`src/rtl/nfca_tx_crc_append.sv`:
```
// NFC-A transmit framer: forwards bytes through one registered slot and appends CRC_A.
// Optional macro NFCA_ANTICOLL_AUTO_EN suppresses the CRC on incomplete anticollision frames.
module nfca_tx_crc_append (
  input  logic       clk,
  input  logic       rst,
  input  logic       s_tvalid,
  output logic       s_tready,
  input  logic [7:0] s_tdata,
  input  logic [3:0] s_tdatab,
  input  logic       s_tlast,
  input  logic       s_crc_en,
  output logic       m_tvalid,
  input  logic       m_tready,
  output logic [7:0] m_tdata,
  output logic [3:0] m_tdatab,
  output logic       m_tlast
);

  localparam logic [1:0]  ST_DATA   = 2'd0;
  localparam logic [1:0]  ST_CRC_LO = 2'd1;
  localparam logic [1:0]  ST_CRC_HI = 2'd2;
  localparam logic [15:0] CRC_INIT  = 16'h6363;

  logic [1:0]  state_q, state_d;
  logic        m_tvalid_q, m_tvalid_d;
  logic [7:0]  m_tdata_q, m_tdata_d;
  logic [3:0]  m_tdatab_q, m_tdatab_d;
  logic        m_tlast_q, m_tlast_d;
  logic [15:0] crc_q, crc_d;
  logic        crc_en_q, crc_en_d;
  logic        first_q, first_d;

  logic        slot_free, accept, crc_en_eff, append, frame_done, suppress;
  logic [15:0] crc_upd;

  assign slot_free = !m_tvalid_q || m_tready;
  assign s_tready  = (state_q == ST_DATA) && slot_free;
  assign accept    = s_tvalid && s_tready;

  assign m_tvalid = m_tvalid_q;
  assign m_tdata  = m_tdata_q;
  assign m_tdatab = m_tdatab_q;
  assign m_tlast  = m_tlast_q;

  // Byte-wide CRC_A step, LSB first with the reflected polynomial.
  always_comb begin
    crc_upd = crc_q ^ {8'h00, s_tdata};
    for (int unsigned i = 0; i < 8; i++) begin
      crc_upd = crc_upd[0] ? ({1'b0, crc_upd[15:1]} ^ 16'h8408) : {1'b0, crc_upd[15:1]};
    end
  end

`ifdef NFCA_ANTICOLL_AUTO_EN
  logic sel_q, sel_d, second_q, second_d, nvb_bad_q, nvb_bad_d;

  // A single-byte frame never suppresses; the NVB may be the current byte or an earlier one.
  always_comb begin
    if (first_q)       suppress = 1'b0;
    else if (second_q) suppress = sel_q && (s_tdata != 8'h70);
    else               suppress = sel_q && nvb_bad_q;
  end

  always_comb begin
    sel_d     = sel_q;
    second_d  = second_q;
    nvb_bad_d = nvb_bad_q;
    if (frame_done) begin
      sel_d     = 1'b0;
      second_d  = 1'b0;
      nvb_bad_d = 1'b0;
    end else if (accept) begin
      if (first_q) begin
        sel_d    = (s_tdata == 8'h93) || (s_tdata == 8'h95) || (s_tdata == 8'h97);
        second_d = 1'b1;
      end else if (second_q) begin
        nvb_bad_d = (s_tdata != 8'h70);
        second_d  = 1'b0;
      end
    end
  end

  always_ff @(posedge clk or posedge rst) begin
    if (rst) begin
      sel_q     <= 1'b0;
      second_q  <= 1'b0;
      nvb_bad_q <= 1'b0;
    end else begin
      sel_q     <= sel_d;
      second_q  <= second_d;
      nvb_bad_q <= nvb_bad_d;
    end
  end
`else
  assign suppress = 1'b0;
`endif

  always_comb begin
    state_d    = state_q;
    m_tvalid_d = m_tvalid_q;
    m_tdata_d  = m_tdata_q;
    m_tdatab_d = m_tdatab_q;
    m_tlast_d  = m_tlast_q;
    crc_d      = crc_q;
    crc_en_d   = crc_en_q;
    first_d    = first_q;
    frame_done = 1'b0;
    append     = 1'b0;
    crc_en_eff = first_q ? s_crc_en : crc_en_q;

    case (state_q)
      ST_DATA: begin
        if (accept) begin
          m_tvalid_d = 1'b1;
          m_tdata_d  = s_tdata;
          m_tdatab_d = s_tdatab;
          crc_d      = crc_upd;
          crc_en_d   = crc_en_eff;
          first_d    = 1'b0;
          append     = s_tlast && crc_en_eff && (s_tdatab == 4'd8) && !suppress;
          m_tlast_d  = s_tlast && !append;
          if (s_tlast) begin
            if (append) state_d = ST_CRC_LO;
            else        frame_done = 1'b1;
          end
        end else if (slot_free) begin
          m_tvalid_d = 1'b0;
        end
      end
      ST_CRC_LO: begin
        if (slot_free) begin
          m_tvalid_d = 1'b1;
          m_tdata_d  = crc_q[7:0];
          m_tdatab_d = 4'd8;
          m_tlast_d  = 1'b0;
          state_d    = ST_CRC_HI;
        end
      end
      ST_CRC_HI: begin
        if (slot_free) begin
          m_tvalid_d = 1'b1;
          m_tdata_d  = crc_q[15:8];
          m_tdatab_d = 4'd8;
          m_tlast_d  = 1'b1;
          state_d    = ST_DATA;
          frame_done = 1'b1;
        end
      end
      default: state_d = ST_DATA;
    endcase

    if (frame_done) begin
      crc_d    = CRC_INIT;
      crc_en_d = 1'b0;
      first_d  = 1'b1;
    end
  end

  always_ff @(posedge clk or posedge rst) begin
    if (rst) begin
      state_q    <= ST_DATA;
      m_tvalid_q <= 1'b0;
      m_tdata_q  <= '0;
      m_tdatab_q <= '0;
      m_tlast_q  <= 1'b0;
      crc_q      <= CRC_INIT;
      crc_en_q   <= 1'b0;
      first_q    <= 1'b1;
    end else begin
      state_q    <= state_d;
      m_tvalid_q <= m_tvalid_d;
      m_tdata_q  <= m_tdata_d;
      m_tdatab_q <= m_tdatab_d;
      m_tlast_q  <= m_tlast_d;
      crc_q      <= crc_d;
      crc_en_q   <= crc_en_d;
      first_q    <= first_d;
    end
  end

endmodule

```
`config.mk`:
```
export PLATFORM = sky130hd
export DESIGN_NAME = nfca_tx_crc_append
export DESIGN_NICKNAME = d
export VERILOG_FILES = /design/src/rtl/nfca_tx_crc_append.sv
export SDC_FILE = /design/constraint.sdc
export NUM_CORES = 1
export LEC_CHECK = 0
export CAP_MARGIN = 10
export CORE_MARGIN = 1
export CORE_UTILIZATION = 25
export CTS_BUF_LIST = sky130_fd_sc_hd__clkbuf_8 sky130_fd_sc_hd__clkbuf_16
export DETAILED_ROUTE_END_ITERATION = 10
export PLACE_DENSITY = 0.54
export RECOVER_POWER = 100
export SLEW_MARGIN = 5
export SYNTH_ARGS = -nofsm -noshare
export SYNTH_HDL_FRONTEND = slang
export SYNTH_SLANG_ARGS = --single-unit
```
`constraint.sdc`:
```
create_clock -name clk -period 2.1 [get_ports clk]
set_input_delay 0.42 -clock clk [delete_from_list [all_inputs] [get_ports clk]]
set_output_delay 0.42 -clock clk [all_outputs]
set_load 0.02 [all_outputs]
```
[Word level (Yosys, flattened, before mapping)]
Index checks and enable logic that the tools add are counted.
Storage, ports and cells
  output and inout bits: 15
  flip-flop bits (word level): 34
  input port bits: 18
Cells by class
  bitwise gates (word level): 9
  mux-type cells: 42
  reduce and logical (&&, ||, !) cells: 19
  eq/ne operators: 10
Operator list (number)
  $mux 16: 11
  $mux 8: 3
  $not 2->3: 8
  $pmux 8 s3: 1
  $xor 16x8->16: 1
  $mux 1: 15
  $mux 2: 5
  $mux 4: 2
  $ne 2x2->1 const B: 4
  $pmux 4 s2: 1
  $pmux 2 s3: 1
  $reduce_and 3->1: 2
  $reduce_bool 2->1: 3
  $logic_and 1x1->1: 5
  $reduce_and 5->1: 1
  $eq 4x4->1 const B: 1
  $ne 2x1->1 const B: 2
  $pmux 1 s2: 2
  $reduce_and 4->1: 1
  $ne 3x3->1 const B: 1
  $pmux 1 s3: 1
  $reduce_bool 3->1: 1
  $eq 2x1->1 const B: 1
  $eq 2x2->1 const B: 1
  5 further kinds: 6

[Depth between registers and ports, before layout]
  depth in word-level cells: 20
  gate-level depth with buffers: 8

[Worst setup path before layout]
No wires, ideal clock.
  kind: reg-to-reg
  start: reg state_q[0]
  end: reg state_q[0]
  stages on the path, launching flop included: 8
  clock period less this slack: 1.804 ns
  arrival: 1.679 ns
  data required time: 1.975 ns
  slack: 0.296 ns
  path through: dfrtp_1 inv_1 ha_1 buf_4 nor3_1 o21ai_0 a21oi_1 mux2_2
Between the ends
  longest elaborated chain between the ends: 5
  elaborated cells on any way between the ends: 12
Ends and longest elaborated chain
  start, declared: RTL line 24  | logic [1:0] state_q, state_d;
  start signal, assigned: RTL line 169  | state_q <= state_d;
  $logic_not 2->1: RTL line 37, 110
  $logic_and 1x1->1: RTL line 37  | assign s_tready = (state_q == ST_DATA) && slot_free;
  $logic_and 1x1->1: RTL line 38  | assign accept = s_tvalid && s_tready;
  $ne 2x2->1 (no line)
  $reduce_and 5->1 (no line)
Several ways; a longest one is shown, not always the timed one.
A chain may end at the register's enable or synchronous reset.

[Worst setup path after layout]
  start: reg state_q[1]
  end: out s_tready
Between the ends
  longest elaborated chain between the ends: 2
Ends and longest elaborated chain
  $logic_not 2->1: RTL line 37
  $logic_and 1x1->1: RTL line 37
  end, declared: RTL line 7  | output logic s_tready,
No other way between the ends.

==> results.sh <==
export IMPL_synth_flop_cell="sky130_fd_sc_hd__dfrtp_1"
export IMPL_grt_max_degree=35
export IMPL_maxSlewHeadroom_pct=42.1
export IMPL_synth_area_per_cell_um2=10.0
export IMPL_p_switching_w=0.00181
export IMPL_finalWorstPathRequiredPeriod_ps=1940
export IMPL_synth_area_leader_cell="sky130_fd_sc_hd__dfrtp_1"
export IMPL_post_synth_mux_area_share_pct=3.90
export IMPL_cts_buffers=5
export IMPL_min_to="m_tdata[4]"
export IMPL_arrival_ps=1520
export IMPL_initial_utilization_pct=25.7
export IMPL_fillers=809
export IMPL_fin_hold_ws_ps=470
export IMPL_reg_to_reg_end="m_tdatab[0]"
export IMPL_coreArea_mm2=0.00773
export IMPL_setup_tns_final_ps=0
export IMPL_holdCritPathClass="reg -> reg"
export IMPL_wl_um=4610
export IMPL_tritoncts="built"
export IMPL_synthesis_nets=222
export IMPL_dieArea_mm2=0.00832
export IMPL_power_report_internal_total_w=0.00240
export IMPL_post_cts_setup_buffer_count=0
export IMPL_timing_final_crit_share_pct=92.3
export IMPL_synth_cell_area_mm2=0.00199
export IMPL_grt_first_pass_wirelength_um=8070
export IMPL_status="finished clean"
export IMPL_gate_count_of_the_mapped_netlist=198
export IMPL_p_comb_share_pct=58.1
export IMPL_fin_worst_skew_ps=4.52
export IMPL_worst_slew_pin_transition_ps=868
export IMPL_power_density_normalized_to_cell_area_mw_per_mm2=1640
export IMPL_number_of_global_route_vias_before_repair=1603
export IMPL_route_detailed_wl_per_inst_um=13.3
export IMPL_drv_cap=0
export IMPL_clock_path_buffers=2
export IMPL_vias=1563
export IMPL_finish_net_count=267
export IMPL_port_buffer_count=32
export IMPL_setup_worst_path_start_class="flop"
export IMPL_yosysUniqueCellTypes=46
export IMPL_synth_compound_gate_area_share_pct=16.5
export IMPL_placed_area_mm2=0.00253
export IMPL_worst_skew_pair_latency_ps=280
export IMPL_share_of_synthesized_cell_area_in_full_adder_half_adder_and_majority_cells_pct=3.77
export IMPL_synth_simple_area_share_pct=17.2
export IMPL_dr_pass1_iters=4
export IMPL_rsz_0062_raised_after_global_routing="no"
export IMPL_postLayoutCellArea_mm2=0.00257
export IMPL_crit_reg2reg_launch="state_q[1]"
export IMPL_largest_family_of_logic_cells_by_synthesized_area="simple AND/OR/NAND/NOR gates"
export IMPL_synthToLayoutAreaGrowth_pct=29.1
export IMPL_final_hold_viol_count=0
export IMPL_final_antenna_net_count=0
export IMPL_ys_seq_elements=34
export IMPL_sequentialPowerShare_pct=30.0
export IMPL_post_route_cells_drive_above_1_share_pct=18.9
export IMPL_clkSinkCount=34
export IMPL_grt_use_total_pct=12.5
export IMPL_drt_vias_per_instance=4.52
export IMPL_worst_setup_path_startpoint="state_q[1]"
export IMPL_grt_antenna_before_repair=0
export IMPL_switching_fraction_pct=43.1
export IMPL_part_of_the_yosys_area_used_for_sequential_elements_pct=43.3
export IMPL_crit_type="reg -> out"
export IMPL_drcViolationCount=0
export IMPL_die_height_um=91.2
export IMPL_hold_path_startpoint="m_tdata[4]"
export IMPL_cellLeakagePower_nw=1.09
export IMPL_worst_r2r_setup_slack_ps=190
export IMPL_synth_edf_count=0
export IMPL_max_clock_freq_mhz=516
export IMPL_area_fraction_of_the_dominant_cell_type_after_synthesis_pct=31.4
export IMPL_place_congestion=0.735
export IMPL_drv_slew=0
export IMPL_critPathMaxFanout=6
export IMPL_design_portCount=33
export IMPL_hold_buffers=0
export IMPL_pwr_share_clk_pct=11.9
export IMPL_synth_async_sr_flop_share_pct=100
export IMPL_yosys_warnings=0
export IMPL_setup_viol_count_final=0
export IMPL_cp_data_required_time_ps=1680
export IMPL_irDropWorstVdd_v=0.000618
export IMPL_final_core_utilization_pct=33.2
export IMPL_clk_pin_slew_worst_paths_ps=70
export IMPL_globalRouteOverflowTotal=0
export IMPL_yosys_top_cells_area="sky130_fd_sc_hd__dfrtp_1 31%, sky130_fd_sc_hd__dfstp_2 12%, sky130_fd_sc_hd__nand2_1 5.7%"
export IMPL_min_path_cells=2
export IMPL_synth_xor_area_share_pct=10.3
export IMPL_drt_first_iter_violations=74
export IMPL_cts_htree_levels=2
export IMPL_std_cell_rows=32
export IMPL_p_total_w=0.00421
export IMPL_die_w_um=91.2
export IMPL_ff2ff_path_depth=6
export IMPL_clockRootBuffer="sky130_fd_sc_hd__clkbuf_8"
export IMPL_num_antenna_cells=0
export IMPL_dpl_hpwl_um=3230
export IMPL_endpoint_kind="primary output"
export IMPL_cts_resized=2
worst max-delay path by stage:
stage | end | cells past startpoint
final | s_tready | 4
after CTS | s_tready | 4
after floorplan | state_q[0] | 7
after detailed placement | s_tready | 4
after global routing | m_tdatab[0] | 6
after global placement | s_tready | 4
metrics by stage:
stage               setup WS, ps  std cells
floorplan                    296        198
global route                55.3        346
detailed placement         -35.5        338
global placement           -28.8        338
CTS                          139        346
finish                       162        346
sequential cells by signal (all words and copies together) (netlist names):
name,flops
crc_en_q,1
crc_q,16
first_q,1
m_tdata,8
m_tdatab,4
m_tlast,1
m_tvalid,1
state_q,2
final cells by class:
type                       count  area [um2]  area share [%]
clock buffer                   6        82.6            3.21
sequential                    34         862            33.6
timing repair buffer          49         464            18.1
clock inverter                 2        8.76           0.341
inverter                       7        26.3            1.02
multi-input combinational    146         997            38.8
tap                          102         128            4.97
power by group through the flow:
stage	sequential (W)	combinational, W	clock [W]
global placement	0.00127	0.00261	0
finish	0.00126	0.00245	0.000501
detailed placement	0.00129	0.00264	0
CTS	0.00128	0.00265	0.000521
global route	0.00132	0.00274	0.000553
floorplan	0.00139	0.00160	0
cells in the final DEF, fill, tap and decap left out, drive strengths merged:
cell	instances
dlygate4sd2	1
o31ai	9
and2	1
nand3	9
nand3b	1
ha	6
nor2	16
dlygate4sd3	15
buf	13
o21bai	1
o2111ai	1
mux2	6
a21oi	4
clkdlybuf4s50	16
nor2b	4
and3	1
dfstp	9
a221oi	8
clkbuf	10
or3	3
clkinv	1
nor4b	1
o211ai	4
o21a	2
nand2b	2
mux2i	1
a21bo	1
nand2	30
a41oi	1
dfrtp	25
a211oi	2
xnor2	15
nor3	3
o21ai	5
xor2	5
inv	8
nand4	1
a31oi	3
metal layers:
| layer | wire (um) | vias up | track usage (%) |
|---|---|---|---|
| met4 | 75 | 0 | 4.37 |
| met5 | 0 | - | 0 |
| met2 | 2280 | 27 | 20.5 |
| met1 | 2050 | 747 | 15.8 |
| li1 | - | 783 | - |
| met3 | 206 | 6 | 3.27 |
kinds of logic after synthesis:
group / Yosys count
DFF: 34
AOI/OAI and AO/OA: 41
and+or+nand+nor: 72
buffers and inverters: 18
muxes: 7
adders and majority gates: 6
xor gates and xnor gates: 20
critical path, cell delays in order (launching register included):
cell,delay (ps)
sky130_fd_sc_hd__dfrtp_1,410
sky130_fd_sc_hd__inv_1,130
sky130_fd_sc_hd__ha_2,240
sky130_fd_sc_hd__and2_1,120
sky130_fd_sc_hd__dlygate4sd2_1,320
synthesized netlist by cell type, drive strengths merged, types with 3 or more instances:
cell type and number:
dfstp 9, xor2 5, xnor2 15, or3 3
nand3 9, mux2 6, a21oi 4, buf 7
a221oi 8, nor2 16, a31oi 3, inv 7
ha 6, nand2 30, o31ai 9, nor2b 4
o21ai 5, dfrtp 25, clkbuf 4, o211ai 4
nor3 3
Note: power is estimated with default switching activity, not from simulation.
